[src/rtl/frame_pad_stream.sv]
// frame_pad_stream: surrounds a raster pixel stream with a border of (kernelSize-1)/2 pixels per side.
// Optional macro PAD_CONST_EN: border pixels come from iPadValue (latched at newFrame); otherwise zero.
module frame_pad_stream #(
    parameter int width      = 1920,
    parameter int height     = 1080,
    parameter int kernelSize = 7,
    parameter int channels   = 3,
    parameter int dataWidth  = 8
) (
    input  logic                          clk,
    input  logic                          reset,
    input  logic                          newFrame,
    input  logic                          iValid,
    input  logic [channels*dataWidth-1:0] iData,
    output logic                          oReady,
`ifdef PAD_CONST_EN
    input  logic [channels*dataWidth-1:0] iPadValue,
`endif
    output logic                          oValid,
    output logic [channels*dataWidth-1:0] oData,
    input  logic                          iReady,
    output logic [31:0]                   oXCnt,
    output logic [31:0]                   oYCnt,
    output logic                          oBusy,
    output logic                          oDone
);

    localparam int pixelWidth = channels * dataWidth;
    localparam int border     = (kernelSize - 1) / 2;

    localparam logic [31:0] lastCol     = 32'(width + 2 * border - 1);
    localparam logic [31:0] lastRow     = 32'(height + 2 * border - 1);
    localparam logic [31:0] lastTopRow  = 32'(border - 1);
    localparam logic [31:0] lastLeftCol = 32'(border - 1);
    localparam logic [31:0] lastDataCol = 32'(border + width - 1);
    localparam logic [31:0] lastDataRow = 32'(border + height - 1);

    typedef enum logic [2:0] {IDLE, TOP, LEFT, DATA, RIGHT, BOTTOM, DONE} stateT;

    stateT                 state, nextState;
    logic [31:0]           xPos, yPos;      // coordinates of the next pixel to be emitted
    logic                  load, emit;
    logic [pixelWidth-1:0] pixel, borderPixel;

`ifdef PAD_CONST_EN
    logic [pixelWidth-1:0] padReg;

    always_ff @(posedge clk or posedge reset) begin
        if (reset)
            padReg <= '0;
        else if (state == IDLE && newFrame)
            padReg <= iPadValue;
    end

    assign borderPixel = padReg;
`else
    assign borderPixel = '0;
`endif

    assign load   = !oValid || iReady;
    assign oReady = (state == DATA) && load;
    assign oBusy  = (state != IDLE);
    // The pulse waits until the final pixel has actually left the output register.
    assign oDone  = (state == DONE) && !oValid;

    always_comb begin
        // NOTE: every output of this block gets a default first, so no path can infer a latch.
        nextState = state;
        emit      = 1'b0;
        pixel     = borderPixel;
        case (state)
            IDLE: begin
                if (newFrame) nextState = TOP;
            end
            TOP: begin
                if (load) begin
                    emit = 1'b1;
                    if (xPos == lastCol && yPos == lastTopRow) nextState = LEFT;
                end
            end
            LEFT: begin
                if (load) begin
                    emit = 1'b1;
                    if (xPos == lastLeftCol) nextState = DATA;
                end
            end
            DATA: begin
                if (iValid && load) begin
                    emit  = 1'b1;
                    pixel = iData;
                    if (xPos == lastDataCol) nextState = RIGHT;
                end
            end
            RIGHT: begin
                if (load) begin
                    emit = 1'b1;
                    if (xPos == lastCol) nextState = (yPos == lastDataRow) ? BOTTOM : LEFT;
                end
            end
            BOTTOM: begin
                if (load) begin
                    emit = 1'b1;
                    if (xPos == lastCol && yPos == lastRow) nextState = DONE;
                end
            end
            DONE: begin
                if (!oValid) nextState = IDLE;
            end
            default: nextState = IDLE;
        endcase
    end

    always_ff @(posedge clk or posedge reset) begin
        // NOTE: state registers use non-blocking assignments so every flop samples pre-edge values.
        if (reset) begin
            state  <= IDLE;
            oValid <= 1'b0;
            oData  <= '0;
            oXCnt  <= '0;
            oYCnt  <= '0;
            xPos   <= '0;
            yPos   <= '0;
        end else begin
            state <= nextState;
            if (emit) begin
                oValid <= 1'b1;
                oData  <= pixel;
                oXCnt  <= xPos;
                oYCnt  <= yPos;
                if (xPos == lastCol) begin
                    xPos <= '0;
                    yPos <= yPos + 32'd1;
                end else begin
                    xPos <= xPos + 32'd1;
                end
            end else if (iReady) begin
                oValid <= 1'b0;
            end
            if (state == IDLE) begin
                xPos  <= '0;
                yPos  <= '0;
                oXCnt <= '0;
                oYCnt <= '0;
                oData <= '0;
            end
        end
    end

endmodule
[config.mk]
export PLATFORM = sky130hd
export DESIGN_NAME = frame_pad_stream
export DESIGN_NICKNAME = d
export VERILOG_FILES = /design/src/rtl/frame_pad_stream.sv
export SDC_FILE = /design/constraint.sdc
export NUM_CORES = 1
export LEC_CHECK = 0
export BUFFER_PORTS_ARGS = -buffer_cell sky130_fd_sc_hd__buf_2
export CAP_MARGIN = 20
export CORE_UTILIZATION = 55
export DETAILED_ROUTE_END_ITERATION = 16
export GPL_ROUTABILITY_DRIVEN = 0
export PLACE_DENSITY = 0.86
export SETUP_SLACK_MARGIN = 0.3
export SLEW_MARGIN = 10
export SYNTH_ARGS = -nofsm -noshare
export SYNTH_HDL_FRONTEND = slang
export SYNTH_SLANG_ARGS = --single-unit
[constraint.sdc]
create_clock -name clk -period 7.8 [get_ports clk]
set_input_delay 0.39 -clock clk [delete_from_list [all_inputs] [get_ports clk]]
set_output_delay 0.39 -clock clk [all_outputs]
set_load 0.005 [all_outputs]
==> results of run 1 <==
## through the flow
stage / util [%] / cell area [sq um] / power (uW) / hold slack (ps)
floorplan: - / 7300 / 999 / 498
global placement: 62.6 / 8000 / 1070 / 483
detailed placement: 62.6 / 8000 / 1070 / 486
CTS: 66.9 / 8540 / 1840 / 153
global route: 66.9 / 8550 / 1910 / 168
finish: 66.9 / 8550 / 1830 / 116
## area by class of cell
class | count | area [sq um]
fill | 1019 | 4230
sequential | 156 | 3900
clock inverter | 8 | 70.1
clock buffer | 21 | 470
timing repair buffer | 128 | 661
inverter | 11 | 46.3
tap | 172 | 215
multi-input combinational | 573 | 3180
## worst max-delay path: cells and delay by family, from the launching register on
| family | cells | cell delay, ps |
|---|---|---|
| flops | 1 | 510 |
| simple gates | 2 | 540 |
| buf+inv | 3 | 1400 |
## cell families after synthesis
| group | Yosys count | synth area share, % |
|---|---|---|
| AND/OR/NAND/NOR | 346 | 23.1 |
| AO/OA/AOI/OAI | 198 | 16.2 |
| flip-flops | 156 | 53.5 |
| buffers and inverters | 60 | 3.36 |
| XOR/XNOR | 20 | 2.40 |
| adder cells (fa/ha/maj) | 6 | 1.03 |
| multiplexers | 3 | 0.429 |
## how the worst min path moves through the flow
stage	to	depth (start not counted)	slack (ps)	start
final	yPos[22]$_DFFE_PP0P_	2	120	reset
after CTS	yPos[22]$_DFFE_PP0P_	2	150	reset
after detailed placement	oData[14]$_DFFE_PP0P_	1	490	oData[14]$_DFFE_PP0P_
after global placement	oData[20]$_DFFE_PP0P_	1	480	oData[20]$_DFFE_PP0P_
after global routing	oData[23]$_DFFE_PP0P_	2	170	iData[23]
after floorplan	oData[0]$_DFFE_PP0P_	1	500	oData[0]$_DFFE_PP0P_
## cells in the final DEF, fill, tap and decap left out, types with 4 or more instances in the layout
cell         n
clkbuf_16   17
or4_1       10
inv_1       10
and4_1       8
dfrtp_1    156
a21oi_1    105
clkinv_2     5
nor3_1      12
and3_1       8
buf_2      120
nor2b_1      6
o21ai_0     35
nand4_1     19
buf_4        8
a22o_1      25
nor2_1      31
ha_1         6
nand2_1    162
nor4_1      12
or3_1       28
xor2_1      16
nand3_1     34
xnor2_1      4
o31ai_1     10
## layer usage
metal	global-route usage [%]	vias up	wire length (um)	share of wire (%)
met5	0	-	0	0
met4	11.9	0	398	2.3
met3	6.54	34	921	5.4
met2	44.0	243	8450	49
met1	35.4	3090	7430	43
li1	-	3004	-	-
## state kept, by name (all words and copies together) (netlist names)
register / cells
oValid: 1
state: 3
oData: 24
yPos: 32
xPos: 32
oYCnt: 32
oXCnt: 32
## power by group
group	internal (uW)	total (uW)	switching, uW
clock	455	772	317
sequential	852	891	38.4
combinational	68.0	168	99.7
==> run summary, run 1 <==
CP peak stage delay -> 810 ps
Std-Cell Rows -> 41
Worst clock skew -> 8.53 ps
Synthesis warning total -> 0
Min cycle time layout -> 3310 ps
CTS buffer count -> 17
Pre-CTS setup slack -> 4620 ps
PortBufs -> 120
Total Routing Usage GR -> 27.3%
Vias in the first global route -> 5,920
Worst R2R Path Depth -> 8
P&R area growth vs syn -> 17.1%
Max Fclk -> 302 MHz
Post-synth top area share -> 53.5%
Hold buffers post-CTS -> 0
Clock Path Buffers -> 2
Die X-Extent -> 117 um
Min-Delay Path Class -> primary input to asynchronous set/reset pin
CTS tree -> yes
H-tree depth -> 4
Reg2Reg Launch Point -> state[2]$_DFFE_PP0P_
CTS clk-pin slew, worst paths -> 60 ps
Total gr overflow -> 0
Hold Violations, Final -> 0
Worst r2r dst -> yPos[23]$_DFFE_PP0P_
Layout cells sized above 1 -> 18.8%
Syn Std Cell Area -> 7300 sq um
Slowest-stage cell, CP -> buf_4
Final worst setup slack -> 4490 ps
Top post-synthesis cells by area -> dfrtp_1 53%, nand2_1 8.3%, a21oi_1 7.2%
Initial antenna violation count -> 0
1st-iter DRT viols -> 468
Detailed Route WL -> 17,200 um
Max Cap Viol -> 0
Largest area contributor in the netlist -> dfrtp_1
IO Pins -> 121
Vias/cell -> 5.96
Syn_area_per_cell -> 9.25 sq um
TritonRoute pass-1 iters -> 7
Most common flop cell mapped by yosys -> dfrtp_1
Net Count, Synth -> 824
Critical path origin -> state[2]$_DFFE_PP0P_
Max Fanout on Critical Path -> 101
Fin nets -> 922
DR DRC count -> 0
First-pass GRT wire length -> 28,800 um
Clk sinks -> 156
Leakage Power -> 0.00397 uW
Non-Filler Instances -> 1,069
Clock latency on the worst-skew pair -> 430 ps
Critical path startpoint category -> register
Measured slew at the worst slew-check pin -> 1030 ps
Critical path capture point type -> output pin
Ant diodes -> 0
Tcrit/Tclk final -> 42.4%
Post-CTS Setup Bufs -> 0
DIE HEIGHT -> 117 um
Max IR drop VDD -> 179 uV
Dpl hpwl -> 11,000 um
Final setup viols -> 0
Most frequent cells after synthesis -> 162 x nand2_1, 156 x dfrtp_1, 105 x a21oi_1
Root buf cell -> clkbuf_16
CP Cell Sequence -> or2_2, nor2_4, buf_4, inv_1, buf_2
Slew Limit Fails -> 0
RSZ-0062 raised after global routing -> false
FFs w/ async S/R, synth -> 100%
FF-to-FF setup slack -> 4600 ps
Area of the die -> 13,700 sq um
Rel. slew slack -> 31.5%
Pwr Density -> 214 nW/um^2
Critical Path AT -> 2920 ps
Setup Crit Path Kind -> register to output pin
Starting Density -> 57.1%
Status -> finished clean
Yosys reg bits -> 156
Setup TNS after final layout -> 0 ps
Largest net degree at the start of global routing -> 102
Post-CTS Resized -> 0
WL per Instance -> 16.1 um
Via count -> 6,371
Placed Instances -> 1,040
Final ANT Viol Nets -> 0
Most frequent cell after synthesis -> nand2_1
Number of synthesized flops with an enable pin -> 0
Distinct cells, synth -> 54
CORE AREA -> 12,800 sq um
Proportion of synthesized chip area in sequential cells -> 53.5%
Data required time at the worst endpoint -> 7410 ps
End of the critical path -> oBusy
Post-Syn Instances -> 789
No activity file was read; power rests on OpenSTA's default activity.
==> inputs of run 2 (changes only) <==
CORE_UTILIZATION = 51   (was 55)
PLACE_DENSITY = 0.84   (was 0.86)
clock period = 3.02 ns   (was 7.8 ns; I/O delays follow)
==> run summary, run 2 (synthesized netlist as in run 1, its figures left out) <==
CTS buffer count -> 17 (unchanged)
Ant diodes -> 0 (unchanged)
Root buf cell -> clkbuf_16 (unchanged)
Setup TNS after final layout -> 0 ps (unchanged)
Final Util -> 64.4% (was 66.9%)
Max IR drop VDD -> 435 uV (was 179 uV)
Area of the die -> 14,800 sq um (was 13,700 sq um)
Hold Violations, Final -> 0 (unchanged)
IO Pins -> 121 (unchanged)
Vias in the first global route -> 6,260 (was 5,920)
Rel. slew slack -> 46.4% (was 31.5%)
Fin nets -> 957 (was 922)
Starting Density -> 52.4% (was 57.1%)
1st-iter DRT viols -> 403 (was 468)
H-tree depth -> 4 (unchanged)
Critical path startpoint category -> register (unchanged)
Data required time at the worst endpoint -> 3370 ps (was 7410 ps)
Clock latency on the worst-skew pair -> 430 ps (about the same)
Critical Path AT -> 2900 ps (was 2920 ps)
Final setup viols -> 0 (unchanged)
Measured slew at the worst slew-check pin -> 803 ps (was 1030 ps)
Largest net degree at the start of global routing -> 68 (was 102)
Initial antenna violation count -> 0 (unchanged)
TritonRoute pass-1 iters -> 5 (was 7)
WL per Instance -> 16.5 um (was 16.1 um)
Max Fclk -> 392 MHz
Met3 Usage GRT -> 5.99% (was 6.54%)
RSZ-0062 raised after global routing -> false (unchanged)
Met2 usage -> 45.2% (was 44.0%)
Die X-Extent -> 122 um (was 117 um)
Pre-CTS setup slack -> 349 ps (was 4620 ps)
Post-route cell area -> 8970 sq um (was 8550 sq um)
Std-Cell Rows -> 43 (was 41)
DIE HEIGHT -> 122 um (was 117 um)
Via count -> 6,486 (was 6,371)
Min-Delay Path Class -> primary input to register (was primary input to asynchronous set/reset pin)
Pwr Density -> 550 nW/um^2 (was 214 nW/um^2)
Worst clock skew -> 9.48 ps (was 8.53 ps)
CORE AREA -> 13,900 sq um (was 12,800 sq um)
Placed Area -> 8100 sq um (was 8000 sq um)
Dpl hpwl -> 12,000 um (was 11,000 um)
Max Cap Viol -> 0 (unchanged)
CTS tree -> yes (unchanged)
Leakage Power -> 0.00415 uW (was 0.00397 uW)
Most Used Layer, Global Route -> met2 (unchanged)
Detailed Route WL -> 18,400 um (was 17,200 um)
Slowest-stage cell, CP -> or4_1 (was buf_4)
Tcrit/Tclk final -> 84.6%
Layout cells sized above 1 -> 19.7% (was 18.8%)
Most frequent cells in the layout -> 162 x nand2_1, 156 x dfrtp_1, 120 x buf_2 (unchanged)
Final ANT Viol Nets -> 0 (unchanged)
Setup Crit Path Kind -> register to register (was register to output pin)
Slew Limit Fails -> 0 (unchanged)
DR DRC count -> 0 (unchanged)
CP Cell Sequence -> nor4_2, nand4_1, nor4_4, a21oi_2, buf_4, or4_1, a21oi_1 (was or2_2, nor2_4, buf_4, inv_1, buf_2)
Clock Path Buffers -> 2 (unchanged)
CTS clk-pin slew, worst paths -> 60 ps (about the same)
CP peak stage delay -> 550 ps (was 810 ps)
GR Layer Usage met1 -> 33.2% (was 35.4%)
Vias/cell -> 5.82 (was 5.96)
Total Routing Usage GR -> 26.6% (was 27.3%)
PortBufs -> 120 (unchanged)
First-pass GRT wire length -> 30,600 um (was 28,800 um)
Critical path capture point type -> register (was output pin)
Most common cell after layout, fill and taps aside -> nand2_1 (unchanged)
P&R area growth vs syn -> 22.9% (was 17.1%)
Total gr overflow -> 0 (unchanged)
Final worst setup slack -> 467 ps (was 4490 ps)
Max Fanout on Critical Path -> 59 (was 101)
Status -> finished clean (unchanged)
Min cycle time layout -> 2550 ps
Clk sinks -> 156 (unchanged)
## run 2: cell types whose count changed in the layout (fill, tap and decap cells not counted), moves of 2 or more
cell	previous run	this run
clkinv_2	5	0
dlygate4sd3_1	0	25
buf_4	8	16
clkinv_4	0	3
clkinvlp_4	2	5
buf_12	0	2
## run 2: through the flow
step	total power, uW	hold slack, ps	cells
global placement	2760	267	1057
finish	4930	98.9	1115
detailed placement	2780	272	1057
global route	5120	116	1115
floorplan	2580	284	789
CTS	4950	92.2	1114
## run 2: layer usage
metal	up-vias	wire length (um)	part of all wire, %
met1	3184	7810	42
met4	0	358	1.9
met5	-	0	0
li1	3078	-	-
met3	28	857	4.7
met2	196	9380	51
## run 2: worst paths after layout
check	from	to	slack [ps]	cells after the start
worst min-delay path	iReady	oValid$_DFFE_PP0P_	100	3
worst max-delay path	xPos[12]$_DFFE_PP0P_	yPos[11]$_DFFE_PP0P_	470	7
max in group asynchronous	reset	oYCnt[6]$_DFFE_PP0P_	1950	4
min in group asynchronous	reset	oYCnt[22]$_DFFE_PP0P_	360	3
worst min register to register	oData[17]$_DFFE_PP0P_	oData[17]$_DFFE_PP0P_	500	1
worst max register to register	xPos[12]$_DFFE_PP0P_	yPos[11]$_DFFE_PP0P_	470	7
## run 2: final cells by class
class	count	area [sq um]
Tap cell	180	225
Sequential cell	156	3900
Fill cell	1100	4960
Clock inverter	11	134
Clock buffer	21	470
Timing Repair Buffer	163	1010
Inverter	11	45.0
Multi-Input combinational cell	573	3180
## run 2: worst max-delay path, delay by kind of cell (launching register included)
family / cells / cell delay, ps
compound gates: 2 / 240
simple gates: 4 / 1500
flops: 1 / 450
buf+inv: 1 / 280
## run 2: timing repair
item	4_1_cts	5_1_grt
buffers inserted	0	1
endpoints found under the hold margin	47	0
gates resized for setup	0	2
hold buffers	25	0
setup endpoints to repair	0	40
## run 2: power by group
group / total [uW] / internal [uW] / switching (uW)
sequential: 2300 / 2200 / 98.5
clock: 2150 / 1290 / 863
combinational: 482 / 204 / 278
